### config.mk
export PLATFORM = sky130hd
export DESIGN_NAME = pipe_stage_skid_reg
export DESIGN_NICKNAME = d
export VERILOG_FILES = /design/src/rtl/pipe_stage_skid_reg.sv
export SDC_FILE = /design/constraint.sdc
export NUM_CORES = 1
export LEC_CHECK = 0
export ABC_AREA = 1
export CAP_MARGIN = 10
export CELL_PAD_IN_SITES_DETAIL_PLACEMENT = 1
export CELL_PAD_IN_SITES_GLOBAL_PLACEMENT = 1
export CORE_ASPECT_RATIO = 1.75
export CORE_MARGIN = 2
export CORE_UTILIZATION = 40
export DETAILED_ROUTE_END_ITERATION = 10
export HOLD_SLACK_MARGIN = 0.15
export PLACE_DENSITY = 0.95
export SLEW_MARGIN = 20
export SYNTH_ARGS = -nofsm -noshare
export SYNTH_HDL_FRONTEND = slang
export SYNTH_SLANG_ARGS = --single-unit
### constraint.sdc
create_clock -name clk -period 14.3 [get_ports clk]
set_clock_uncertainty 0.2 [all_clocks]
set_input_delay 1.43 -clock clk [delete_from_list [all_inputs] [get_ports clk]]
set_output_delay 1.43 -clock clk [all_outputs]
set_load 0.05 [all_outputs]
### src/rtl/pipe_stage_skid_reg.sv
// rtl/pipe_stage_skid_reg.sv - generic pipeline stage register with valid/ready, 2-entry skid, freeze, flush
// and a saturating bubble counter.
module pipe_stage_skid_reg #(
    parameter int DATA_W = 64,
    parameter int CTRL_W = 8,
    parameter int CNT_W  = 16
) (
    input  logic              clk,
    input  logic              rst,
    input  logic              flush,
    input  logic              freeze,
    input  logic              in_valid,
    output logic              in_ready,
    input  logic [CTRL_W-1:0] in_ctrl,
    input  logic [DATA_W-1:0] in_data,
    output logic              out_valid,
    input  logic              out_ready,
    output logic [CTRL_W-1:0] out_ctrl,
    output logic [DATA_W-1:0] out_data,
    output logic [CNT_W-1:0]  bubble_cnt,
    input  logic              bubble_clr
);

    localparam logic [CNT_W-1:0] CNT_MAX = '1;

    logic              main_v_q, main_v_d;
    logic              skid_v_q, skid_v_d;
    logic [CTRL_W-1:0] main_ctrl_q, main_ctrl_d;
    logic [CTRL_W-1:0] skid_ctrl_q, skid_ctrl_d;
    logic [DATA_W-1:0] main_data_q, main_data_d;
    logic [DATA_W-1:0] skid_data_q, skid_data_d;
    logic [CNT_W-1:0]  bubble_cnt_q, bubble_cnt_d;

    logic accept;
    logic pop;

    // Ready comes only from registered state, so no combinational path runs from out_ready to in_ready.
    assign in_ready   = !rst && !skid_v_q && !freeze;
    assign out_valid  = main_v_q && !freeze;
    assign out_ctrl   = main_ctrl_q;
    assign out_data   = main_data_q;
    assign bubble_cnt = bubble_cnt_q;

    assign accept = in_valid && in_ready && !flush;
    assign pop    = out_valid && out_ready;

    always_comb begin
        main_v_d    = main_v_q;
        skid_v_d    = skid_v_q;
        main_ctrl_d = main_ctrl_q;
        skid_ctrl_d = skid_ctrl_q;
        main_data_d = main_data_q;
        skid_data_d = skid_data_q;

        if (flush) begin
            // Control is zeroed so a squashed entry cannot have side effects; data is left as is.
            main_v_d    = 1'b0;
            skid_v_d    = 1'b0;
            main_ctrl_d = '0;
            skid_ctrl_d = '0;
        end else begin
            case ({main_v_q, skid_v_q})
                2'b00: begin
                    if (accept) begin
                        main_v_d    = 1'b1;
                        main_ctrl_d = in_ctrl;
                        main_data_d = in_data;
                    end
                end
                2'b10: begin
                    if (accept && !pop) begin
                        skid_v_d    = 1'b1;
                        skid_ctrl_d = in_ctrl;
                        skid_data_d = in_data;
                    end else if (pop && !accept) begin
                        main_v_d = 1'b0;
                    end else if (accept && pop) begin
                        main_ctrl_d = in_ctrl;
                        main_data_d = in_data;
                    end
                end
                2'b11: begin
                    if (pop) begin
                        skid_v_d    = 1'b0;
                        main_ctrl_d = skid_ctrl_q;
                        main_data_d = skid_data_q;
                    end
                end
                default: begin
                    main_v_d = 1'b0;
                    skid_v_d = 1'b0;
                end
            endcase
        end
    end

    always_comb begin
        bubble_cnt_d = bubble_cnt_q;
        if (bubble_clr) begin
            bubble_cnt_d = '0;
        end else if (out_ready && !out_valid && bubble_cnt_q != CNT_MAX) begin
            bubble_cnt_d = bubble_cnt_q + 1'b1;
        end
    end

    always_ff @(posedge clk or posedge rst) begin
        if (rst) begin
            main_v_q     <= 1'b0;
            skid_v_q     <= 1'b0;
            main_ctrl_q  <= '0;
            skid_ctrl_q  <= '0;
            main_data_q  <= '0;
            skid_data_q  <= '0;
            bubble_cnt_q <= '0;
        end else begin
            main_v_q     <= main_v_d;
            skid_v_q     <= skid_v_d;
            main_ctrl_q  <= main_ctrl_d;
            skid_ctrl_q  <= skid_ctrl_d;
            main_data_q  <= main_data_d;
            skid_data_q  <= skid_data_d;
            bubble_cnt_q <= bubble_cnt_d;
        end
    end

endmodule

# Word-level counts from Yosys, hierarchy flattened
# Index checks and enable logic that the tools add are counted.
# word_totals
ff_bits,162
mem_bits_ro,0
word_cells,83
out_inout_bits,90
latchBits,0
input_bits,79
ramBits,0
memories,0
# op_classes
n_bitwise,1
n_shift,0
multipliers,0
eq_ne,17
reduce_logical,30
n_mux,27
addsub,1
div,0
n_lt_le_gt_ge,0
# op_table
operator,n
2-to-1 mux 64 bit,5
case mux 64 bit (3 select lines),1
2-to-1 mux 8 bit,9
2-to-1 mux 16 bit,2
case mux 8 bit (3 select lines),1
"inequality test 3 bit, second input constant",7
"adder 16 x 1 -> 16 bit, second input constant",1
"inequality test 16 bit, second input constant",1
"inequality test 2 bit, second input constant",7
logical AND 1 bit,11
logical NOT 1 bit,7
2-to-1 mux 1 bit,7
AND reduction 7 bit,1
case mux 1 bit (3 select lines),2
AND reduction 3 bit,2
AND reduction 6 bit,1
nonzero test 2 bit,3
"== test 2 bit, second input constant",2
AND reduction 4 bit,1
nonzero test 4 bit,1
nonzero test 3 bit,1
logical NOT 2 bit,1
AND reduction 2 bit,1
inverter 1 bit,1

# Depth between registers and ports, before layout
# logic_depth
word_depth,11
ltp_mapped,11
depth_no_buf,10

# Worst setup path before layout
# No wires, ideal clock.
# synth_timing
path_type,input to register
startpoint,input port rst
endpoint,register skid_data_q[0]
path_buffers,2
required_time_ps,13980
path_stages,8
t_arrival_ps,6214
setup_time_ps,120
setup_slack_ps,7765
path_cell_list,inv_1 nand4_2 nor2_4 nand2_4 buf_6 buf_6 nor2_1 a21oi_1
# synth_via
elab_chain_len,7
# synth_rtl
item,line_no,rtl
"start, declared",9,"input logic rst,"
logical NOT 1 bit (no source line),n/a,
logical AND 1 bit (2 in series),38,assign in_ready = !rst && !skid_v_q && !freeze;
logical AND 1 bit (2 in series),44,assign accept = in_valid && in_ready && !flush;
logical AND 1 bit,71,if (accept && !pop) begin
AND reduction 3 bit (no source line),n/a,
"end signal, assigned",121,skid_data_q <= skid_data_d;
"end, declared",31,"logic [DATA_W-1:0] skid_data_q, skid_data_d;"
# Every way passes these cells.
# A chain may end at the register's enable or synchronous reset.

# Worst setup path in the final report
# layout_timing
startpoint,input port rst
endpoint,"register main_data_q[18], in the netlist out_data[18]"
# layout_via
elab_chain_len,9
elab_cells_between_ends,14
classes_between,eq/ne (4); reduce/logical (10)
# layout_rtl
item,line_no,rtl
logical NOT 1 bit (no source line) (*),n/a,
logical AND 1 bit (*) (2 in series),38,
logical AND 1 bit (*) (2 in series),44,
logical NOT 1 bit,75,end else if (pop && !accept) begin
logical AND 1 bit,75,
inequality test 2 bit (no source line),n/a,
AND reduction 7 bit (no source line) (*),n/a,
"end signal, assigned",120,main_data_q <= main_data_d;
"end, declared",30,"logic [DATA_W-1:0] main_data_q, main_data_d;"
# Every way passes the cells marked *; elsewhere a longest branch is shown, timed or not.

==> results.sh <==
export IMPL_outcome="finished clean"
export IMPL_cp_max_fo=103
export IMPL_synthFlopType="dfrtp_1"
export IMPL_synth_cell_types=27
export IMPL_grt_pass1_wl_um=38900
export IMPL_core_mm2=0.0192
export IMPL_tns_ps=0
export IMPL_dp_hpwl_um=16300
export IMPL_cp_data_arrival_time_ps=4780
export IMPL_initial_utilization_pct=40.9
export IMPL_drc_errors=0
export IMPL_p_leak_uw=0.00496
export IMPL_slew_viol_final=0
export IMPL_finalSetupViolations=0
export IMPL_critical_path_endpoint_type="flop"
export IMPL_synth_edf_count=0
export IMPL_grt_pass1_vias=7797
export IMPL_yosysSeqAreaShare_pct=51.7
export IMPL_multi_input_area_mm2=0.00299
export IMPL_gr_usage_met3_pct=3.10
export IMPL_clock_latency_ps=410
export IMPL_clockBufferDepth=2
export IMPL_cts_hold_buf=0
export IMPL_final_hold_viol_count=0
export IMPL_fp_dieH_um=189
export IMPL_grt_max_degree=112
export IMPL_yosysTopAreaCellShare_pct=51.7
export IMPL_regArea_mm2=0.00405
export IMPL_cts_sinks=162
export IMPL_nFillCells=2313
export IMPL_hp_class="reg -> reg"
export IMPL_wl_per_cell_um=17.7
export IMPL_final_core_util_pct=52.2
export IMPL_syn_num_nets=1055
export IMPL_std_cell_rows=67
export IMPL_drtIter0Drc=381
export IMPL_ys_ff_latch=162
export IMPL_portBuffers=168
export IMPL_yosysMostFrequentCell="nand2_1"
export IMPL_cts_resized=0
export IMPL_via_count=7147
export IMPL_yosysTopAreaCell="dfrtp_1"
export IMPL_syn_cell_area_mm2=0.00785
export IMPL_cap_violations=0
export IMPL_power_uw=2040
export IMPL_die_w_um=110
export IMPL_ys_warn_count=0
export IMPL_synth_area_leaders="dfrtp_1 52%, nand2_1 13%, o21ai_0 5.1%"
export IMPL_ys_async_sr_fraction_pct=100
export IMPL_top_level_ports=169
export IMPL_antenna_found_initial=2
export IMPL_path_class="in -> reg"
export IMPL_worstSetupStartpointType="input port"
export IMPL_rsz0062_at_grt="no"
export IMPL_nets=1190
export IMPL_finalCriticalPeriod_ps=4640
export IMPL_synthCells=975
export IMPL_yosys_top_cells_count="278 x nand2_1, 162 x dfrtp_1, 92 x inv_1"
export IMPL_ant_nets=0
export IMPL_required_ps=14440
export IMPL_tightest_slew_ps=1000
export IMPL_overflow=0
export IMPL_drt_vias_per_instance=5.23
export IMPL_p_per_area_mw_per_mm2=203
export IMPL_die_area_mm2=0.0208
export IMPL_clk_pin_slew_ps=70
export IMPL_max_freq_mhz=215
export IMPL_area_delta_synth_final_pct=27.7
export IMPL_cts_root_buf="clkbuf_16"
export IMPL_cts_setup_buffers=0
export IMPL_wirelength_um=24200
export IMPL_grt_busiest_layer="met2"
export IMPL_numCtsBuffers=17
export IMPL_cts_max_level=4
export IMPL_drt_pass1_iter_count=4
export IMPL_irDropWorstVdd_v=0.000124
export IMPL_track_usage_pct=24.0
export IMPL_syn_avg_cell_area_um2=8.05
export IMPL_place_gp_congestion=0.830
export IMPL_use_met2_pct=43.7
export IMPL_met1_usage_pct=26.3
export IMPL_slew_headroom_pct=33.4
export IMPL_cts_tree="done"
export IMPL_fin_crit_sh_pct=32.5
export IMPL_drive_gt1_share_pct=4.81
## kinds of logic after synthesis
kind of cell | count (synthesis) | synth area share (%)
AND/OR/NAND/NOR | 438 | 23.3
AO/OA/AOI/OAI | 217 | 14.0
flip-flops | 162 | 51.7
buffers and inverters | 152 | 10.3
XOR/XNOR | 5 | 0.558
adder cells (fa/ha/maj) | 1 | 0.159
## critical path: stages
cell and delay, ps:
clkdlybuf4s50_1 480, inv_6 640, nand4_2 280, inv_2 140
nand2_4 50, nand2_2 70, nand2_4 400, nor2_8 880
nand2_1 210, nand2_1 130
## path summary, 6_finish.rpt
path	startpoint	endpoint	slack, ps	cells past startpoint
max	rst	out_data[18]$_DFFE_PP0P_	9660	10
min	out_ctrl[3]$_DFFE_PP0P_	out_ctrl[3]$_DFFE_PP0P_	280	2
max reg2reg	skid_v_q$_DFFE_PP0P_	out_ctrl[1]$_DFFE_PP0P_	10940	8
min reg2reg	out_ctrl[3]$_DFFE_PP0P_	out_ctrl[3]$_DFFE_PP0P_	280	2
max in group asynchronous	rst	skid_data_q[36]$_DFFE_PP0P_	11170	3
min in group asynchronous	rst	skid_v_q$_DFFE_PP0P_	1390	2
## metrics by stage
step | hold slack (ps) | cell area (µm²) | setup slack (ps) | cells
floorplan | 259 | 7850 | 7770 | 975
global placement | 258 | 9430 | 9260 | 1332
detailed placement | 269 | 9430 | 9130 | 1332
CTS | 287 | 10000 | 9530 | 1364
global route | 319 | 10000 | 9260 | 1366
finish | 283 | 10000 | 9660 | 1366
## cell type report
type                       count  share of cell area [%]
timing repair buffer         172                    17.1
inverter                      96                    3.70
clock buffer                  22                    4.53
tap                          241                    3.01
antenna                        2                  0.0500
sequential                   162                    40.5
clock inverter                10                    1.24
multi-input combinational    661                    29.9
## state kept, by name (all words and copies together), names as in the netlist
name / cells
skid_v_q: 1
skid_ctrl_q: 8
bubble_cnt: 16
out_data: 64
skid_data_q: 64
main_v_q: 1
out_ctrl: 8
## cells in the final DEF (no fill, tap or decap), types with 2 or more instances in the layout
cell / count
nor3_1: 12
inv_6: 5
clkbuf_16: 17
nand2_1: 278
clkdlybuf4s50_1: 168
nand3_1: 49
inv_2: 3
nor2_4: 2
clkinvlp_4: 2
a21oi_1: 74
clkbuf_1: 4
dfrtp_1: 162
inv_1: 91
xor2_1: 5
o21ai_2: 2
nand4_1: 7
diode_2: 2
bufinv_16: 2
nor2_2: 3
clkinv_4: 2
o21ai_1: 60
o21ai_0: 80
buf_4: 3
nand2_4: 5
nor2_1: 78
## report_power, final
part | internal (µW) | switching [µW]
clock | 265 | 194
sequential | 625 | 99.5
combinational | 263 | 591
## routing by layer
metal | share of wire (%) | wire, µm
met1 | 37 | 9000
met2 | 56 | 13500
met3 | 2.7 | 655
met4 | 4.1 | 988
met5 | 0 | 0
No activity file was read; power rests on OpenSTA's default activity.
